<file path="src/rtl/mem_access_arbiter_pkg.sv">
// Shared encodings for the MEM-stage Dcache arbiter:
// load/store types, access width codes and FSM states.
package mem_access_arbiter_pkg;

  localparam logic [2:0] LD_XXX = 3'd0;
  localparam logic [2:0] LB     = 3'd1;
  localparam logic [2:0] LH     = 3'd2;
  localparam logic [2:0] LW     = 3'd3;
  localparam logic [2:0] LBU    = 3'd4;
  localparam logic [2:0] LHU    = 3'd5;

  localparam logic [1:0] ST_XXX = 2'd0;
  localparam logic [1:0] SB     = 2'd1;
  localparam logic [1:0] SH     = 2'd2;
  localparam logic [1:0] SW     = 2'd3;

  localparam logic [1:0] WID_B  = 2'b00;
  localparam logic [1:0] WID_H  = 2'b01;
  localparam logic [1:0] WID_W  = 2'b10;

  typedef enum logic [1:0] {
    S_IDLE,
    S_REQ,
    S_WAIT,
    S_DONE
  } state_t;

  // Half needs an even address, word a 4-byte aligned one.
  function automatic logic misaligned(
    input logic [1:0] width,
    input logic [1:0] offset
  );
    return (width == WID_H && offset[0]) ||
           (width == WID_W && offset != 2'b00);
  endfunction

endpackage

</file>
<file path="src/rtl/mem_access_arbiter_load_align.sv">
// Picks the addressed byte/half out of the response word
// and sign- or zero-extends it according to the load type.
module mem_load_align
  import mem_access_arbiter_pkg::*;
#(
  parameter int DATA_WIDTH    = 32,
  parameter int LD_TYPE_WIDTH = 3
) (
  input  logic [DATA_WIDTH-1:0]    rsp_data,
  input  logic [1:0]               offset,
  input  logic [LD_TYPE_WIDTH-1:0] ld_type,
  output logic [DATA_WIDTH-1:0]    data
);

  logic [7:0]  b;
  logic [15:0] h;

  // Slice by address offset, then extend by load type.
  always_comb begin
    b    = rsp_data[{offset, 3'b000} +: 8];
    h    = offset[1] ? rsp_data[31:16] : rsp_data[15:0];
    data = rsp_data;
    case (ld_type)
      LD_TYPE_WIDTH'(LB):  data = {{(DATA_WIDTH-8){b[7]}}, b};
      LD_TYPE_WIDTH'(LBU): data = {{(DATA_WIDTH-8){1'b0}}, b};
      LD_TYPE_WIDTH'(LH):  data = {{(DATA_WIDTH-16){h[15]}}, h};
      LD_TYPE_WIDTH'(LHU): data = {{(DATA_WIDTH-16){1'b0}}, h};
      default:             data = rsp_data;
    endcase
  end

endmodule

</file>
<file path="src/rtl/mem_access_arbiter.sv">
// Serialises an N-lane EX/MEM bundle onto one Dcache port.
// Optional MEM_MISALIGN_CHECK_EN drops misaligned half/word lanes.
module mem_access_arbiter
  import mem_access_arbiter_pkg::*;
#(
  parameter int LANES         = 2,
  parameter int DATA_WIDTH    = 32,
  parameter int ADDR_WIDTH    = 32,
  parameter int LD_TYPE_WIDTH = 3,
  parameter int ST_TYPE_WIDTH = 2
) (
  input  logic                          clk,
  input  logic                          rst_n,
  input  logic                          EXMem_Valid,
  input  logic [LANES*LD_TYPE_WIDTH-1:0] EXMem_LdType,
  input  logic [LANES*ST_TYPE_WIDTH-1:0] EXMem_StType,
  input  logic [LANES*DATA_WIDTH-1:0]   EXMem_AluData,
  input  logic [LANES*DATA_WIDTH-1:0]   EXMem_Rs2Data,
  input  logic                          Csr_Memflush,
  output logic                          Mem_Stall,
  output logic                          Mem_ReqValid,
  input  logic                          Mem_ReqReady,
  output logic                          Mem_ReqRd,
  output logic [1:0]                    Mem_ReqWidth,
  output logic [ADDR_WIDTH-1:0]         Mem_ReqAddr,
  output logic [DATA_WIDTH-1:0]         Mem_ReqWdata,
  input  logic                          Mem_RspValid,
  input  logic [DATA_WIDTH-1:0]         Mem_RspData,
  output logic [LANES*DATA_WIDTH-1:0]   Mem_LaneData,
  output logic                          Mem_Done
`ifdef MEM_MISALIGN_CHECK_EN
  ,
  output logic [LANES-1:0]              Mem_Misalign
`endif
);

  localparam int IDX_W = (LANES > 1) ? $clog2(LANES) : 1;

  state_t state, state_nx;

  logic [LD_TYPE_WIDTH-1:0] ld_q  [LANES];
  logic [ST_TYPE_WIDTH-1:0] st_q  [LANES];
  logic [DATA_WIDTH-1:0]    alu_q [LANES];
  logic [DATA_WIDTH-1:0]    rs2_q [LANES];

  logic [LANES-1:0]            pending, rest;
  logic [LANES-1:0]            mem_in, mis_in, cap_mask;
  logic [LANES*DATA_WIDTH-1:0] lane_data;
  logic                        flushed;
  logic                        capture, rsp_take, kill;
  logic                        req_valid, done, stall;
  logic [IDX_W-1:0]            cur;
  logic                        cur_load;
  logic [1:0]                  cur_width;
  logic [DATA_WIDTH-1:0]       cur_alu, cur_rs2;
  logic [DATA_WIDTH-1:0]       wdata, load_data;

  function automatic logic [1:0] acc_width(
    input logic [LD_TYPE_WIDTH-1:0] ld,
    input logic [ST_TYPE_WIDTH-1:0] st
  );
    logic [1:0] w;
    w = WID_W;
    if (ld != '0) begin
      if (ld == LD_TYPE_WIDTH'(LB) || ld == LD_TYPE_WIDTH'(LBU))
        w = WID_B;
      else if (ld == LD_TYPE_WIDTH'(LH) || ld == LD_TYPE_WIDTH'(LHU))
        w = WID_H;
    end else if (st == ST_TYPE_WIDTH'(SB)) begin
      w = WID_B;
    end else if (st == ST_TYPE_WIDTH'(SH)) begin
      w = WID_H;
    end
    return w;
  endfunction

  // Per-lane memory-op mask of the incoming bundle.
  always_comb begin
    mem_in = '0;
    mis_in = '0;
    for (int i = 0; i < LANES; i++) begin
      mem_in[i] =
        (EXMem_LdType[i*LD_TYPE_WIDTH +: LD_TYPE_WIDTH] != '0) ||
        (EXMem_StType[i*ST_TYPE_WIDTH +: ST_TYPE_WIDTH] != '0);
`ifdef MEM_MISALIGN_CHECK_EN
      mis_in[i] = mem_in[i] && misaligned(
        acc_width(EXMem_LdType[i*LD_TYPE_WIDTH +: LD_TYPE_WIDTH],
                  EXMem_StType[i*ST_TYPE_WIDTH +: ST_TYPE_WIDTH]),
        EXMem_AluData[i*DATA_WIDTH +: 2]);
`endif
    end
    cap_mask = mem_in & ~mis_in;
  end

  // Lowest pending lane is the oldest, so it goes first.
  always_comb begin
    cur = '0;
    for (int i = LANES - 1; i >= 0; i--)
      if (pending[i]) cur = IDX_W'(i);
  end

  assign cur_alu   = alu_q[cur];
  assign cur_rs2   = rs2_q[cur];
  assign cur_load  = ld_q[cur] != '0;
  assign cur_width = acc_width(ld_q[cur], st_q[cur]);
  assign rest      = pending & ~(LANES'(1) << cur);
  assign rsp_take  = (state == S_WAIT) && Mem_RspValid;
  assign kill      = flushed || Csr_Memflush;

  // Store data replicated across the byte lanes of the bus.
  always_comb begin
    case (cur_width)
      WID_B:   wdata = {(DATA_WIDTH/8){cur_rs2[7:0]}};
      WID_H:   wdata = {(DATA_WIDTH/16){cur_rs2[15:0]}};
      default: wdata = cur_rs2;
    endcase
  end

  mem_load_align #(
    .DATA_WIDTH    (DATA_WIDTH),
    .LD_TYPE_WIDTH (LD_TYPE_WIDTH)
  ) u_align (
    .rsp_data (Mem_RspData),
    .offset   (cur_alu[1:0]),
    .ld_type  (ld_q[cur]),
    .data     (load_data)
  );

  // Next state, request valid, stall and done pulse.
  always_comb begin
    state_nx  = state;
    capture   = 1'b0;
    req_valid = 1'b0;
    done      = 1'b0;
    stall     = 1'b0;
    unique case (state)
      S_IDLE: begin
        stall = EXMem_Valid && (cap_mask != '0);
        if (EXMem_Valid && !Csr_Memflush) begin
          capture  = 1'b1;
          state_nx = (cap_mask != '0) ? S_REQ : S_DONE;
        end
      end
      S_REQ: begin
        stall = 1'b1;
        if (Csr_Memflush) begin
          state_nx = S_IDLE;
        end else begin
          req_valid = 1'b1;
          if (Mem_ReqReady) state_nx = S_WAIT;
        end
      end
      S_WAIT: begin
        stall = 1'b1;
        if (Mem_RspValid) begin
          if (kill)              state_nx = S_IDLE;
          else if (rest != '0)   state_nx = S_REQ;
          else                   state_nx = S_DONE;
        end
      end
      S_DONE: begin
        done     = 1'b1;
        state_nx = S_IDLE;
      end
      default: state_nx = S_IDLE;
    endcase
  end

  // State, pending mask, flush flag and writeback slots.
  always_ff @(posedge clk) begin
    if (!rst_n) begin
      state     <= S_IDLE;
      pending   <= '0;
      flushed   <= 1'b0;
      lane_data <= '0;
    end else begin
      state <= state_nx;
      if (capture) begin
        pending   <= cap_mask;
        flushed   <= 1'b0;
        lane_data <= EXMem_AluData;
      end else if (rsp_take) begin
        pending <= rest;
        if (!kill && cur_load)
          lane_data[cur*DATA_WIDTH +: DATA_WIDTH] <= load_data;
      end else if (state == S_WAIT && Csr_Memflush) begin
        flushed <= 1'b1;
      end
    end
  end

  // Bundle operands captured once per bundle.
  always_ff @(posedge clk) begin
    if (capture) begin
      for (int i = 0; i < LANES; i++) begin
        ld_q[i]  <= EXMem_LdType[i*LD_TYPE_WIDTH +: LD_TYPE_WIDTH];
        st_q[i]  <= EXMem_StType[i*ST_TYPE_WIDTH +: ST_TYPE_WIDTH];
        alu_q[i] <= EXMem_AluData[i*DATA_WIDTH +: DATA_WIDTH];
        rs2_q[i] <= EXMem_Rs2Data[i*DATA_WIDTH +: DATA_WIDTH];
      end
    end
  end

`ifdef MEM_MISALIGN_CHECK_EN
  logic [LANES-1:0] mis_q;

  // Misalign flags live from capture to the next capture.
  always_ff @(posedge clk) begin
    if (!rst_n)       mis_q <= '0;
    else if (capture) mis_q <= mis_in;
  end

  assign Mem_Misalign = mis_q;
`endif

  assign Mem_Stall    = stall;
  assign Mem_Done     = done;
  assign Mem_LaneData = lane_data;
  assign Mem_ReqValid = req_valid;
  assign Mem_ReqRd    = req_valid && cur_load;
  assign Mem_ReqWidth = req_valid ? cur_width : 2'b00;
  assign Mem_ReqAddr  = req_valid ? ADDR_WIDTH'(cur_alu) : '0;
  assign Mem_ReqWdata = (req_valid && !cur_load) ? wdata : '0;

endmodule

</file>
<file path="config.mk">
export PLATFORM = sky130hd
export DESIGN_NAME = mem_access_arbiter
export DESIGN_NICKNAME = d
export VERILOG_FILES = /design/src/rtl/mem_access_arbiter_pkg.sv /design/src/rtl/mem_access_arbiter_load_align.sv /design/src/rtl/mem_access_arbiter.sv
export SDC_FILE = /design/constraint.sdc
export NUM_CORES = 1
export LEC_CHECK = 0
export ABC_AREA = 1
export ABC_CLOCK_PERIOD_IN_PS = 7100
export CORE_ASPECT_RATIO = 0.6
export CORE_MARGIN = 4
export CORE_UTILIZATION = 23
export DETAILED_ROUTE_END_ITERATION = 7
export SLEW_MARGIN = 15
export SYNTH_ARGS = -nofsm -noshare
export SYNTH_HDL_FRONTEND = slang
export SYNTH_SLANG_ARGS = --single-unit
export TNS_END_PERCENT = 30
</file>
<file path="constraint.sdc">
create_clock -name clk -period 7.1 [get_ports clk]
set_input_delay 0.71 -clock clk [delete_from_list [all_inputs] [get_ports clk]]
set_output_delay 0.71 -clock clk [all_outputs]
set_load 0.1 [all_outputs]
</file>
==> metrics.md <==
| Metric | Value |
|---|---|
| GRT busiest layer | met2 |
| Post-CTS setup buffers | 0 |
| TritonCTS clock tree | yes |
| Worst Path Arrival | 4.80 ns |
| Final setup vio count | 0 |
| Post-synth top flop | edfxtp_1 |
| Vias in the first global route | 8899 |
| Post-Synthesis Cells | 1160 |
| Nets | 1624 |
| Clock latency on the worst-skew pair | 0.53 ns |
| DR vias/cell | 4.446 |
| Setup TNS | 0 ns |
| Fin worst setup slack | approximately 1.6 ns |
| Most frequent cells in the layout | clkdlybuf4s50_1, nand2_1, a21oi_1 |
| Post-CTS sizing | 0 |
| Critical path type | reg2out |
| Crit-path cells | inv_2, nor2_4, nand2_2, nand2_4, nand2_1, nor2_2, inv_2, nor2_2, inv_2, a21oi_1, a21boi_1, clkdlybuf4s50_1 |
| Pre-CTS setup slack | 2.152 ns |
| Die area | 46480 µm² |
| Synth Register Bits | a little over 200 |
| Initial Util | 23.45% |
| Die X | 275.7 µm |
| GR Util met1 | 22.77% |
| Aggregate global routing overflow | 0 |
| Final min period | roughly 5.5 ns |
| Seq/Total Area, Yosys | a little under three fifths |
| Share of layout cells above drive strength 1 | 5.342% |
| Post-Route WL | roughly 40000 µm |
| Syn nets | 1341 |
| FILL cells | 4327 |
| Port buffer count | 309 |
| H-Tree Depth | 1 |
| Drt drc | 0 |
| GR Util met3 | 3.627% |
| HPWL after DPL | 29790 µm |
| Die height | 168.6 µm |
| MaxCap Viol Count | 0 |
| Number of synthesized flops with an enable pin | 138 |
| Synth unique cells | 37 |
| Maximum clock path buffer count | 3 |
| Initial antenna violation count | 15 |
| Per-cell routed wire length | 19.52 µm |
| Clk root buf | clkbuf_16 |
| WP buf/inv | 4 |
| Largest net degree at the start of global routing | 88 |
| CTS sink cnt | 207 |
| CP max FO | 30 |
| Final Skew | 0.01144 ns |
| Setup crit end kind | output pin |
| Placer Congestion | between 0.9 and 1 |
| RSZ-0062 raised after global routing | false |
| Leakage | 0.005724 µW |
| Fin. max-slew vios | 0 |
| Hold Path Class | reg2reg |
| CP top delay family | simple AND/OR/NAND/NOR gates |
| Via count | slightly above 9000 |
| Iter 0 DRT Violations | 776 |
| CTS Hold Bufs | 0 |
| Yosys warns | 0 |
| TritonRoute pass-1 iters | 6 |
| Async S/R FF share, synth | 0% |
| Dpl cells | 1987 |
| Met2 GRT Util | roughly a quarter |
| Hold Worst Slack | 0.5190 ns |
| First-pass GRT wire length | 57710 µm |
| Worst EP required | 6.39 ns |
| Max frequency | 181.4 MHz |
| Measured slew at the worst slew-check pin | 1.088 ns |
| Placement Cell Area | 13480 µm² |
| Fin. Hold Viols | 0 |
| Final instance area | 14360 µm² |
| Power Dens Cells | 351.1 nW/µm² |
| Status | finished clean |
| Row count | 58 |
| Post-Layout Cell Count | 2043 |
| All-layer global routing usage | ~17% |
| Critical Path Slowest Stage Cell | clkdlybuf4s50_1 |
| Num CTS Buffers | 24 |
| # IOs | between 300 and 400 |
| Mapped cell area | 9888 µm² |
| Clock slew at reported path FFs | 0.06 ns |
| Worst path most repeated cell | inv_2 |
| Area growth syn-to-layout | 45.26% |
| Crit start category | flop |
| Period utilization | ~78% |
| Post-synthesis average cell area | 8.524 µm² |
| Rel. slew slack | about 27% |
| VDD IR-drop max | 0.1752 mV |
| Post-DRT Antenna Nets | 0 |
| Core footprint | 42160 µm² |
| Commonest non-fill, non-tap cell in the layout | clkdlybuf4s50_1 |
| Max stage delay on crit path | between 1 and 1.5 ns |
area by class of cell:
class	instances	area (µm²)	area share, %
flip-flops and latches	207	5525	38.47
multi-input cells	760	3588	24.98
repair buffers	319	3163	22.02
well taps	570	713.2	4.965
clock buffers	32	661.9	4.608
inverters	131	491.7	3.423
clock inverters	11	187.7	1.307
diodes	13	32.53	0.2265
through the flow:
step                      util [%]  total power [µW]
after floorplan                  -              3114
after global placement       31.98              3703
after detailed placement     31.98              3719
after CTS                    33.99              5102
after global routing         34.06              5313
final                        34.07              5043
path summary, 6_finish.rpt:
path | from | end | slack, ns | cells after the start
max reg2reg | pending[1]$_SDFFE_PN0N_ | Mem_LaneData[63]$_SDFFE_PN0P_ | 3.70 | 10
min | Mem_LaneData[53]$_SDFFE_PN0P_ | Mem_LaneData[53]$_SDFFE_PN0P_ | 0.52 | 4
min reg2reg | Mem_LaneData[53]$_SDFFE_PN0P_ | Mem_LaneData[53]$_SDFFE_PN0P_ | 0.52 | 4
max | pending[1]$_SDFFE_PN0N_ | Mem_ReqWdata[22] | 1.59 | 12
power by group:
| group | total (µW) | switching, µW | internal, µW |
|---|---|---|---|
| Clock | 1350 | 516 | 838 |
| Sequential | 1550 | 74.7 | 1470 |
| Combinational | 2140 | 1630 | 510 |
| Total | 5040 | 2220 | 2820 |
sequential cells by signal, summed over array words and instances (netlist names):
signal / flops
st_q: 4
flushed: 1
ld_q: 6
pending: 2
alu_q: 64
Mem_LaneData: 64
rs2_q: 64
state: 2
Yosys cell counts (5+ instances only):
| master | n | area (µm²) |
|---|---|---|
| a21oi_1 | 146 | 730.7 |
| buf_2 | 21 | 105.1 |
| buf_4 | 6 | 45.04 |
| clkbuf_1 | 31 | 116.4 |
| dfxtp_1 | 69 | 1381 |
| edfxtp_1 | 138 | 4144 |
| ha_1 | 5 | 62.56 |
| inv_1 | 125 | 469.2 |
| inv_2 | 6 | 22.52 |
| mux2i_1 | 9 | 90.09 |
| nand2_1 | 270 | 1013 |
| nand2_2 | 9 | 56.30 |
| nand3_1 | 76 | 380.4 |
| nand3b_1 | 8 | 60.06 |
| nand4_1 | 16 | 100.1 |
| nor2_1 | 113 | 424.2 |
| o21ai_0 | 70 | 350.3 |
| or2_1 | 5 | 31.28 |
metal layers:
metal | share of wire (%) | wire length (µm)
met1 | 45 | 17790
met2 | 45 | 18100
met3 | 6.8 | 2710
met4 | 3.1 | 1231
met5 | 0.10 | 40
tightest hold or removal path, stage by stage, from the launching register on:
cell	delay (ns)
dfxtp_1	0.31
inv_1	0.04
nand2_1	0.04
nand2_1	0.05
a21oi_1	0.03
cells by family (layout without fill, tap and decap cells):
group,count (synthesis),in the layout,share of synthesized area (%)
compound gates,233,233,12.15
fa+ha+maj,5,5,0.6327
mux,9,9,0.9111
buf+inv,193,493,8.047
simple gates,513,513,22.38
other cells,0,13,0
flops,207,207,55.88
No activity file was read; power rests on OpenSTA's default activity.
